$ cat config.mk
export PLATFORM = sky130hd
export DESIGN_NAME = mem_access_stage
export DESIGN_NICKNAME = d
export VERILOG_FILES = /design/src/rtl/mem_access_stage.sv
export SDC_FILE = /design/constraint.sdc
export NUM_CORES = 1
export LEC_CHECK = 0
export ABC_AREA = 1
export ABC_CLOCK_PERIOD_IN_PS = 1900
export CORE_MARGIN = 2
export CORE_UTILIZATION = 49
export DETAILED_ROUTE_END_ITERATION = 10
export GPL_TIMING_DRIVEN = 0
export PLACE_DENSITY = 0.93
export SLEW_MARGIN = 20
export SYNTH_ARGS = -nofsm -noshare
export SYNTH_HDL_FRONTEND = slang
export SYNTH_SLANG_ARGS = --single-unit
$ cat constraint.sdc
create_clock -name i_clk -period 1.9 [get_ports i_clk]
set_input_delay 0.285 -clock i_clk [delete_from_list [all_inputs] [get_ports i_clk]]
set_output_delay 0.285 -clock i_clk [all_outputs]
set_load 0.01 [all_outputs]
$ cat src/rtl/mem_access_stage.sv
// mem_access_stage: memory-access stage of the five-stage pipeline.
//
// Takes the ALU result from execute as either a load/store address or a
// pass-through value. Drives a single-outstanding req/ack data-memory port,
// steers byte/halfword lanes, sign/zero-extends loads and emits one registered
// writeback beat per accepted instruction.
//
// Ports:
//   i_clk, i_rst          clock, synchronous active-high reset
//   i_valid / o_ready     upstream handshake; o_ready is high only in IDLE
//   i_alu_result          effective address or pass-through result
//   i_store_data          store source (rt)
//   i_mem_read/i_mem_write load / store (store wins if both set)
//   i_size, i_unsigned    access size (00 B, 01 H, 1x W) and load extension
//   i_rd, i_reg_write     destination register and its write enable
//   o_dmem_*              request side of the data-memory port
//   i_dmem_ack/rdata      completion and read data (same cycle)
//   o_wb_*                one-cycle registered writeback beat
//   o_misaligned          address-error flag, qualified by o_wb_valid
module mem_access_stage #(
  parameter int unsigned WIDTH = 32
) (
  input  logic             i_clk,
  input  logic             i_rst,
  input  logic             i_valid,
  output logic             o_ready,
  input  logic [WIDTH-1:0] i_alu_result,
  input  logic [WIDTH-1:0] i_store_data,
  input  logic             i_mem_read,
  input  logic             i_mem_write,
  input  logic [1:0]       i_size,
  input  logic             i_unsigned,
  input  logic [4:0]       i_rd,
  input  logic             i_reg_write,
  output logic             o_dmem_req,
  output logic             o_dmem_we,
  output logic [WIDTH-1:0] o_dmem_addr,
  output logic [WIDTH-1:0] o_dmem_wdata,
  output logic [3:0]       o_dmem_be,
  input  logic             i_dmem_ack,
  input  logic [WIDTH-1:0] i_dmem_rdata,
  output logic             o_wb_valid,
  output logic [4:0]       o_wb_rd,
  output logic             o_wb_reg_write,
  output logic [WIDTH-1:0] o_wb_data,
  output logic             o_misaligned
);

  typedef enum logic {StIdle, StAccess} state_e;

  localparam logic [1:0] SizeByte = 2'b00;
  localparam logic [1:0] SizeHalf = 2'b01;

  state_e state_q, state_d;

  // Request-side registers
  logic             req_q, req_d;
  logic             we_q, we_d;
  logic [WIDTH-1:0] addr_q, addr_d;
  logic [WIDTH-1:0] wdata_q, wdata_d;
  logic [3:0]       be_q, be_d;

  // Context of the access in flight, used to build the writeback beat
  logic [4:0]       pend_rd_q, pend_rd_d;
  logic             pend_reg_write_q, pend_reg_write_d;
  logic             pend_store_q, pend_store_d;
  logic [1:0]       pend_size_q, pend_size_d;
  logic             pend_unsigned_q, pend_unsigned_d;
  logic [WIDTH-1:0] pend_addr_q, pend_addr_d;

  // Writeback registers
  logic             wb_valid_q, wb_valid_d;
  logic [4:0]       wb_rd_q, wb_rd_d;
  logic             wb_reg_write_q, wb_reg_write_d;
  logic [WIDTH-1:0] wb_data_q, wb_data_d;
  logic             misaligned_q, misaligned_d;

  logic             accept;
  logic             is_store;
  logic             is_load;
  logic             misaligned;
  logic [1:0]       lane;
  logic [3:0]       lane_be;
  logic [WIDTH-1:0] lane_wdata;
  logic [7:0]       ld_byte;
  logic [15:0]      ld_half;
  logic [WIDTH-1:0] load_data;

  assign o_ready = (state_q == StIdle);
  assign accept  = i_valid && o_ready;
  assign is_store = i_mem_write;
  // Store wins when both flags are set
  assign is_load  = i_mem_read && !i_mem_write;
  assign lane     = i_alu_result[1:0];

  // Alignment check and lane steering for the incoming instruction
  always_comb begin
    misaligned = 1'b0;
    lane_be    = 4'b1111;
    lane_wdata = i_store_data;
    if (i_size == SizeByte) begin
      lane_be    = 4'b0001 << lane;
      lane_wdata = {4{i_store_data[7:0]}};
    end else if (i_size == SizeHalf) begin
      misaligned = lane[0];
      lane_be    = lane[1] ? 4'b1100 : 4'b0011;
      lane_wdata = {2{i_store_data[15:0]}};
    end else begin
      // 10 and 11 are both word accesses
      misaligned = (lane != 2'b00);
    end
  end

  // Load extraction from the returned word using the pending access context
  always_comb begin
    ld_byte   = 8'h00;
    ld_half   = pend_addr_q[1] ? i_dmem_rdata[31:16] : i_dmem_rdata[15:0];
    load_data = i_dmem_rdata;
    unique case (pend_addr_q[1:0])
      2'b00: ld_byte = i_dmem_rdata[7:0];
      2'b01: ld_byte = i_dmem_rdata[15:8];
      2'b10: ld_byte = i_dmem_rdata[23:16];
      2'b11: ld_byte = i_dmem_rdata[31:24];
      default: ld_byte = 8'h00;
    endcase
    if (pend_size_q == SizeByte) begin
      load_data = {{24{ld_byte[7] & ~pend_unsigned_q}}, ld_byte};
    end else if (pend_size_q == SizeHalf) begin
      load_data = {{16{ld_half[15] & ~pend_unsigned_q}}, ld_half};
    end
  end

  // Next-state logic
  always_comb begin
    state_d          = state_q;
    req_d            = req_q;
    we_d             = we_q;
    addr_d           = addr_q;
    wdata_d          = wdata_q;
    be_d             = be_q;
    pend_rd_d        = pend_rd_q;
    pend_reg_write_d = pend_reg_write_q;
    pend_store_d     = pend_store_q;
    pend_size_d      = pend_size_q;
    pend_unsigned_d  = pend_unsigned_q;
    pend_addr_d      = pend_addr_q;
    wb_valid_d       = 1'b0;
    wb_rd_d          = wb_rd_q;
    wb_reg_write_d   = wb_reg_write_q;
    wb_data_d        = wb_data_q;
    misaligned_d     = 1'b0;

    unique case (state_q)
      StIdle: begin
        if (accept) begin
          if (!is_store && !is_load) begin
            wb_valid_d     = 1'b1;
            wb_rd_d        = i_rd;
            wb_reg_write_d = i_reg_write && (i_rd != 5'd0);
            wb_data_d      = i_alu_result;
          end else if (misaligned) begin
            // Address error: no request, flagged beat with no register write
            wb_valid_d     = 1'b1;
            wb_rd_d        = i_rd;
            wb_reg_write_d = 1'b0;
            wb_data_d      = i_alu_result;
            misaligned_d   = 1'b1;
          end else begin
            req_d            = 1'b1;
            we_d             = is_store;
            addr_d           = {i_alu_result[WIDTH-1:2], 2'b00};
            wdata_d          = lane_wdata;
            be_d             = lane_be;
            pend_rd_d        = i_rd;
            pend_reg_write_d = is_load && i_reg_write && (i_rd != 5'd0);
            pend_store_d     = is_store;
            pend_size_d      = i_size;
            pend_unsigned_d  = i_unsigned;
            pend_addr_d      = i_alu_result;
            state_d          = StAccess;
          end
        end
      end
      StAccess: begin
        if (i_dmem_ack) begin
          req_d          = 1'b0;
          wb_valid_d     = 1'b1;
          wb_rd_d        = pend_rd_q;
          wb_reg_write_d = pend_reg_write_q;
          wb_data_d      = pend_store_q ? pend_addr_q : load_data;
          state_d        = StIdle;
        end
      end
      default: state_d = StIdle;
    endcase
  end

  always_ff @(posedge i_clk) begin
    if (i_rst) begin
      state_q          <= StIdle;
      req_q            <= 1'b0;
      we_q             <= 1'b0;
      addr_q           <= '0;
      wdata_q          <= '0;
      be_q             <= 4'b0000;
      pend_rd_q        <= 5'd0;
      pend_reg_write_q <= 1'b0;
      pend_store_q     <= 1'b0;
      pend_size_q      <= 2'b00;
      pend_unsigned_q  <= 1'b0;
      pend_addr_q      <= '0;
      wb_valid_q       <= 1'b0;
      wb_rd_q          <= 5'd0;
      wb_reg_write_q   <= 1'b0;
      wb_data_q        <= '0;
      misaligned_q     <= 1'b0;
    end else begin
      state_q          <= state_d;
      req_q            <= req_d;
      we_q             <= we_d;
      addr_q           <= addr_d;
      wdata_q          <= wdata_d;
      be_q             <= be_d;
      pend_rd_q        <= pend_rd_d;
      pend_reg_write_q <= pend_reg_write_d;
      pend_store_q     <= pend_store_d;
      pend_size_q      <= pend_size_d;
      pend_unsigned_q  <= pend_unsigned_d;
      pend_addr_q      <= pend_addr_d;
      wb_valid_q       <= wb_valid_d;
      wb_rd_q          <= wb_rd_d;
      wb_reg_write_q   <= wb_reg_write_d;
      wb_data_q        <= wb_data_d;
      misaligned_q     <= misaligned_d;
    end
  end

  assign o_dmem_req     = req_q;
  assign o_dmem_we      = we_q;
  assign o_dmem_addr    = addr_q;
  assign o_dmem_wdata   = wdata_q;
  assign o_dmem_be      = be_q;
  assign o_wb_valid     = wb_valid_q;
  assign o_wb_rd        = wb_rd_q;
  assign o_wb_reg_write = wb_reg_write_q;
  assign o_wb_data      = wb_data_q;
  assign o_misaligned   = misaligned_q;

endmodule

* Word-level counts from Yosys, hierarchy flattened *
Cells that the tools add are included.

cells by class
  equal/unequal tests = 10
  shift-type cells = 1
  mux-type cells = 42
  bitwise logic cells = 7
  reductions and logical operators = 17

operators with widths
  kind                                                                number
  32-bit 2-to-1 mux                                                   9
  32-bit case mux with 2 select lines                                 1
  8-bit case mux with 4 select lines                                  1
  5-bit 2-to-1 mux                                                    4
  1-bit 2-to-1 mux                                                    18
  16-bit 2-to-1 mux                                                   1
  4-bit 2-to-1 mux                                                    3
  5-bit case mux with 2 select lines                                  1
  1-bit case mux with 2 select lines                                  4
  4-bit AND reduction                                                 2
  2-bit by 1-bit == test with 1-bit output (second input constant)    3
  1-bit logical AND                                                   6
  2-bit zero test                                                     3
  2-bit != test (second input constant)                               3
  1-bit inverter                                                      5
  5-bit nonzero test                                                  1
  2-bit == test (second input constant)                               2
  4-bit OR reduction                                                  1
  1-bit by 2-bit << shifter with 4-bit output (first input constant)  1
  3-bit by 1-bit != test with 1-bit output (second input constant)    1
  3-bit AND reduction                                                 1
  1-bit AND                                                           2
  1-bit zero test                                                     2
  2-bit by 1-bit != test with 1-bit output (second input constant)    1
  2-bit nonzero test                                                  1

word-level totals
  register bits = 150
  input port bits = 111
  output and inout port bits = 111
  logic and storage cells = 93

* Logic depth before layout (Yosys ltp) *
  word-level depth = 7
  mapped depth = 11

* Least setup slack after synthesis *
OpenSTA, ideal clock, no wires.

  path kind = register -> register
  start = reg pend_store_q
  end = reg wb_data_q[23], in the netlist o_wb_data[23]
  setup time = 0.122 ns
  data arrival time = 1.221 ns
  slack = 0.558 ns
  stages on the path, launching flop included = 8
  clock period less this slack = 1.342 ns
  cell sequence = dfxtp_1 > buf_2 > inv_1 > buf_2 > buf_1 > nand3_1 > nand2_1 > a21oi_2

on the way
  longest elaborated chain between the ends = 3

RTL lines
  element                              RTL line  source
  start, declared                      66        logic pend_store_q, pend_store_d;
  start signal, assigned               226       pend_store_q <= pend_store_d;
  32-bit 2-to-1 mux                    190       wb_data_d = pend_store_q ? pend_addr_q : load_data;
  32-bit 2-to-1 mux                    185       if (i_dmem_ack) begin
  32-bit case mux with 2 select lines  153       unique case (state_q)
  end signal, assigned                 233       wb_data_q <= wb_data_d;
  end, declared                        75        logic [WIDTH-1:0] wb_data_q, wb_data_d;

No other way between the ends. The select of a mux whose other input is x is not followed.
A chain may end at the register's enable or synchronous reset.

* Final worst setup path *
  start = reg state_q
  end = out o_ready

on the way
  longest elaborated chain between the ends = 1

RTL lines
  element                          RTL line  source
  start, declared                  54        state_e state_q, state_d;
  start signal, assigned           200       state_q <= StIdle;
  start signal, assigned           218       state_q <= state_d;
  1-bit inverter (no source line)  n/a
  end, declared                    26        output logic o_ready,

No other way between the ends.

==> flow_metrics.py <==
metrics = {
    "worst_setup_path": {
        "r2r-start": "state_q$_SDFF_PP0_",
        "path_class": "reg -> out",
        "critical_path.endpoint": "o_ready",
        "path_cells": "inv_2 > buf_6 > dlygate4sd2_1",
        "crit_start": "state_q$_SDFF_PP0_",
        "cp.buffers_inverters": 3,
        "cp_max_fo": 19,
        "rrSetupSlack_ps": 160,
        "required_ps": 1620,
        "critPathSlowestCell": "dfxtp_1",
        "reg2reg_to": "pend_addr_q[30]$_SDFFE_PP0P_",
        "cp_top_family": "buffers and inverters",
        "worstPathArrival_ps": 1490,
        "crit_cells": 3,
        "crit_path_end_kind": "output pin",
        "critical_path.max_stage_delay_ps": 480,
        "reg2reg_depth": 7,
        "start_kind": "flip-flop",
    },
    "floorplanning": {
        "core_area_sq_um": 12670,
        "die_h_microns": 118.2,
        "initial_core_util": 0.5043,
        "dieArea_sq_um": 13970,
        "ioPinCount": 222,
        "dieWidth_microns": 118.2,
        "fp-row-count": 41,
    },
    "final_layout": {
        "regArea_sq_um": 2402,
        "multi_input_area_sq_um": 3159,
        "n_fill_cell": 998,
        "syn2layout_area_growth_pct": 47.39,
        "fin_nets": 1298,
        "instances_no_fill": 1372,
        "layout-drive-gt1-share": 0.1159,
        "stdcell_area_sq_um": 9418,
    },
    "clock_tree": {
        "cts.sinks": 120,
        "ctsHoldBuffers": 0,
        "clockBufferDepth": 2,
        "path_clk_slew_ps": 50,
        "cts_max_level": 4,
        "post_cts_buffers": 0,
        "cts_root_buf": "clkbuf_16",
        "clk_latency_ps": 430,
        "cts_tree": "done",
        "cts_buffers": 17,
    },
    "grt": {
        "gr-usage-all-layers": 0.3446,
        "grt_overflow_total": 0,
        "grt_max_degree": 20,
        "grt_pass1_wl_microns": 38060,
        "grt_pass1_vias": 7393,
        "antenna_found_initial": 1,
    },
    "route": {
        "ant_nets": 0,
        "wl_microns": 24470,
        "wire_per_inst_microns": 17.83,
        "drt_iter0_drc": 745,
        "drt-pass1-iter-count": 7,
        "vias_per_cell": 5.585,
        "num_vias": 7663,
        "post-route-drc-count": 0,
    },
    "timing": {
        "slew_headroom": 0.5347,
        "max_freq_mhz": 563.3,
        "hold_viol_final": 0,
        "post-route-period-util": 0.9344,
        "slew_violations": 0,
        "finalSetupTns_ps": 0,
        "holdWs_ps": 260.2,
        "fin_crit_ps": 1775,
        "rsz0062_at_grt": "false",
        "setup_viol_count_final": 0,
        "worstMarginPinSlew_ps": 697.9,
        "fin_skew_ps": 6.325,
    },
    "synth": {
        "synth_cell_types": 35,
        "syn_inst": 950,
        "ys_seq_area_frac": 0.3760,
        "yosys_warnings": 0,
        "avgSynthCellArea_sq_um": 6.726,
        "ys_ff_latch": 120,
        "synth.cell_area_sq_um": 6390,
    },
    "flow_run": {
        "drv_cap": 0,
    },
    "placed_design": {
        "port_buffers": 218,
        "gp_congestion": 0.9496,
        "dp_hpwl_microns": 17990,
        "post-place-cells": 1341,
        "post_dp_cell_area_sq_um": 8791,
    },
    "pwr": {
        "p_comb_frac": 0.237,
        "cell_internal_pwr_mw": 5.848,
        "p_per_area_nw_per_um2": 866.7,
        "power_switching_mw": 2.315,
        "vdd_drop_max_mv": 0.6599,
        "p_clk_frac": 0.413,
        "leakagePower_nw": 4.064,
        "seqPwrFrac": 0.350,
        "switching_share": 0.2836,
    },
    "min_path": {
        "hp-class": "in -> reg",
    },
    "status": {
        "status": "complete, no violations",
    },
}
==> per-stage QoR <==
stage,setup slack [ps],util,power [mW]
2_1_floorplan,557.6,-,3.848
3_3_place_gp,-180.3,0.6938,4.747
3_5_place_dp,-251.1,0.6938,4.792
4_1_cts,105.9,0.7429,8.128
5_1_grt,53.02,0.7431,8.424
6_report,124.7,0.7433,8.162
==> registers in the layout, summed over array words and instances (netlist names) <==
register / cells
o_misaligned: 1
o_dmem_req: 1
pend_addr_q: 32
o_wb_data: 32
o_wb_valid: 1
o_dmem_wdata: 32
pend_reg_write_q: 1
o_wb_rd: 5
o_dmem_be: 4
pend_rd_q: 5
pend_store_q: 1
pend_unsigned_q: 1
pend_size_q: 2
state_q: 1
o_wb_reg_write: 1
==> power groups by stage <==
stage                     Sequential (mW)  Clock [mW]  Combinational (mW)
after floorplan                      2.94           0               0.904
after global placement               2.89           0                1.85
after detailed placement             2.90           0                1.89
after CTS                            2.85        3.36                1.91
after global routing                 2.88        3.46                2.08
final                                2.86        3.37                1.93
==> cells by family after synthesis <==
| family | Yosys count | synth area share |
|---|---|---|
| and+or+nand+nor | 393 | 0.2559 |
| AOI/OAI and AO/OA | 275 | 0.2373 |
| buffers and inverters | 161 | 0.1302 |
| DFF | 120 | 0.3760 |
| other | 1 | 0.0005869 |
==> routing by layer <==
layer | vias to the layer above | global-route usage | routed length, microns
met5 | - | 0 | 0
met4 | 0 | 0.1852 | 1001
met3 | 99 | 0.1149 | 2762
met2 | 525 | 0.5647 | 11450
met1 | 3476 | 0.3964 | 9250
li1 | 3563 | - | -
==> worst reg2reg max path, stage by stage (launching register included) <==
cell	delay (ps)
dfxtp_1	480
inv_2	90
nand2_1	120
inv_2	50
nand3_2	90
clkbuf_1	500
o21ai_0	200
a21oi_1	140
==> cell usage in the layout (no fill, tap or decap), drive strengths merged, types with 2 or more instances in the layout <==
master         instances
conb                   2
nand3b                 2
clkdlybuf4s50        216
clkinv                 2
nand4                  3
nor3                   3
clkbuf                54
clkinvlp               2
buf                   69
nor2                  99
bufinv                 2
dfxtp                120
a21oi                115
inv                   62
a22oi                 30
nand3                 32
o21ai                118
or2                    8
nand2                245
a31oi                 11
==> synth_stat cells <==
cell type	n	area [sq um]
inv_1	53	198.9
nand3_2	2	20.02
dfxtp_1	120	2402
a22oi_1	30	225.2
nor3_1	3	15.01
nor2_8	1	20.02
nor2_2	2	12.51
inv_4	1	6.260
o21ai_2	1	8.760
nand3_1	28	140.1
a21oi_1	105	525.5
inv_2	8	30.03
buf_4	36	270.3
clkbuf_2	1	5.000
nor2_4	1	11.26
buf_6	8	90.09
nand3_4	2	35.03
or2_2	8	50.05
nor4_1	1	6.260
a21oi_2	9	78.83
buf_1	3	11.26
nand3b_1	2	15.01
a21oi_4	1	16.27
clkbuf_1	28	105.1
nand2_2	3	18.77
nand2_4	1	11.26
o21ai_1	4	20.02
nand2_1	241	904.6
buf_2	23	115.1
nor2_1	95	356.6
a31oi_1	11	68.82
conb_1	1	3.750
o21a_1	1	7.510
nand4_1	3	18.77
o21ai_0	113	565.5
==> worst min-delay path by stage <==
stage,from,to,cells after the start
3_5_place_dp,o_dmem_wdata[0]$_SDFFE_PP0P_,o_dmem_wdata[0]$_SDFFE_PP0P_,2
5_1_grt,i_rst,pend_addr_q[0]$_SDFFE_PP0P_,2
2_1_floorplan,i_alu_result[0],pend_addr_q[0]$_SDFFE_PP0P_,2
6_report,i_rst,pend_addr_q[0]$_SDFFE_PP0P_,2
3_3_place_gp,o_dmem_wdata[7]$_SDFFE_PP0P_,o_dmem_wdata[7]$_SDFFE_PP0P_,2
4_1_cts,i_rst,pend_size_q[1]$_SDFFE_PP0P_,2
==> final cells by class <==
cell class              count  share of cell area
well taps                 172             0.02285
inverters                  62             0.02498
diodes                      1           0.0002657
multi-input cells         670              0.3355
repair buffers            218              0.2318
clock buffers              25             0.05686
flip-flops and latches    120              0.2551
plain buffers              98             0.06364
clock inverters             6            0.009034
==> what timing repair did <==
| item | in CTS | in global routing |
|---|---|---|
| gates resized for setup | 3 | 1 |
| endpoints found under the setup margin | 1 | 2 |
| pin swaps | 0 | 0 |
Note: power is estimated with default switching activity, not from simulation.
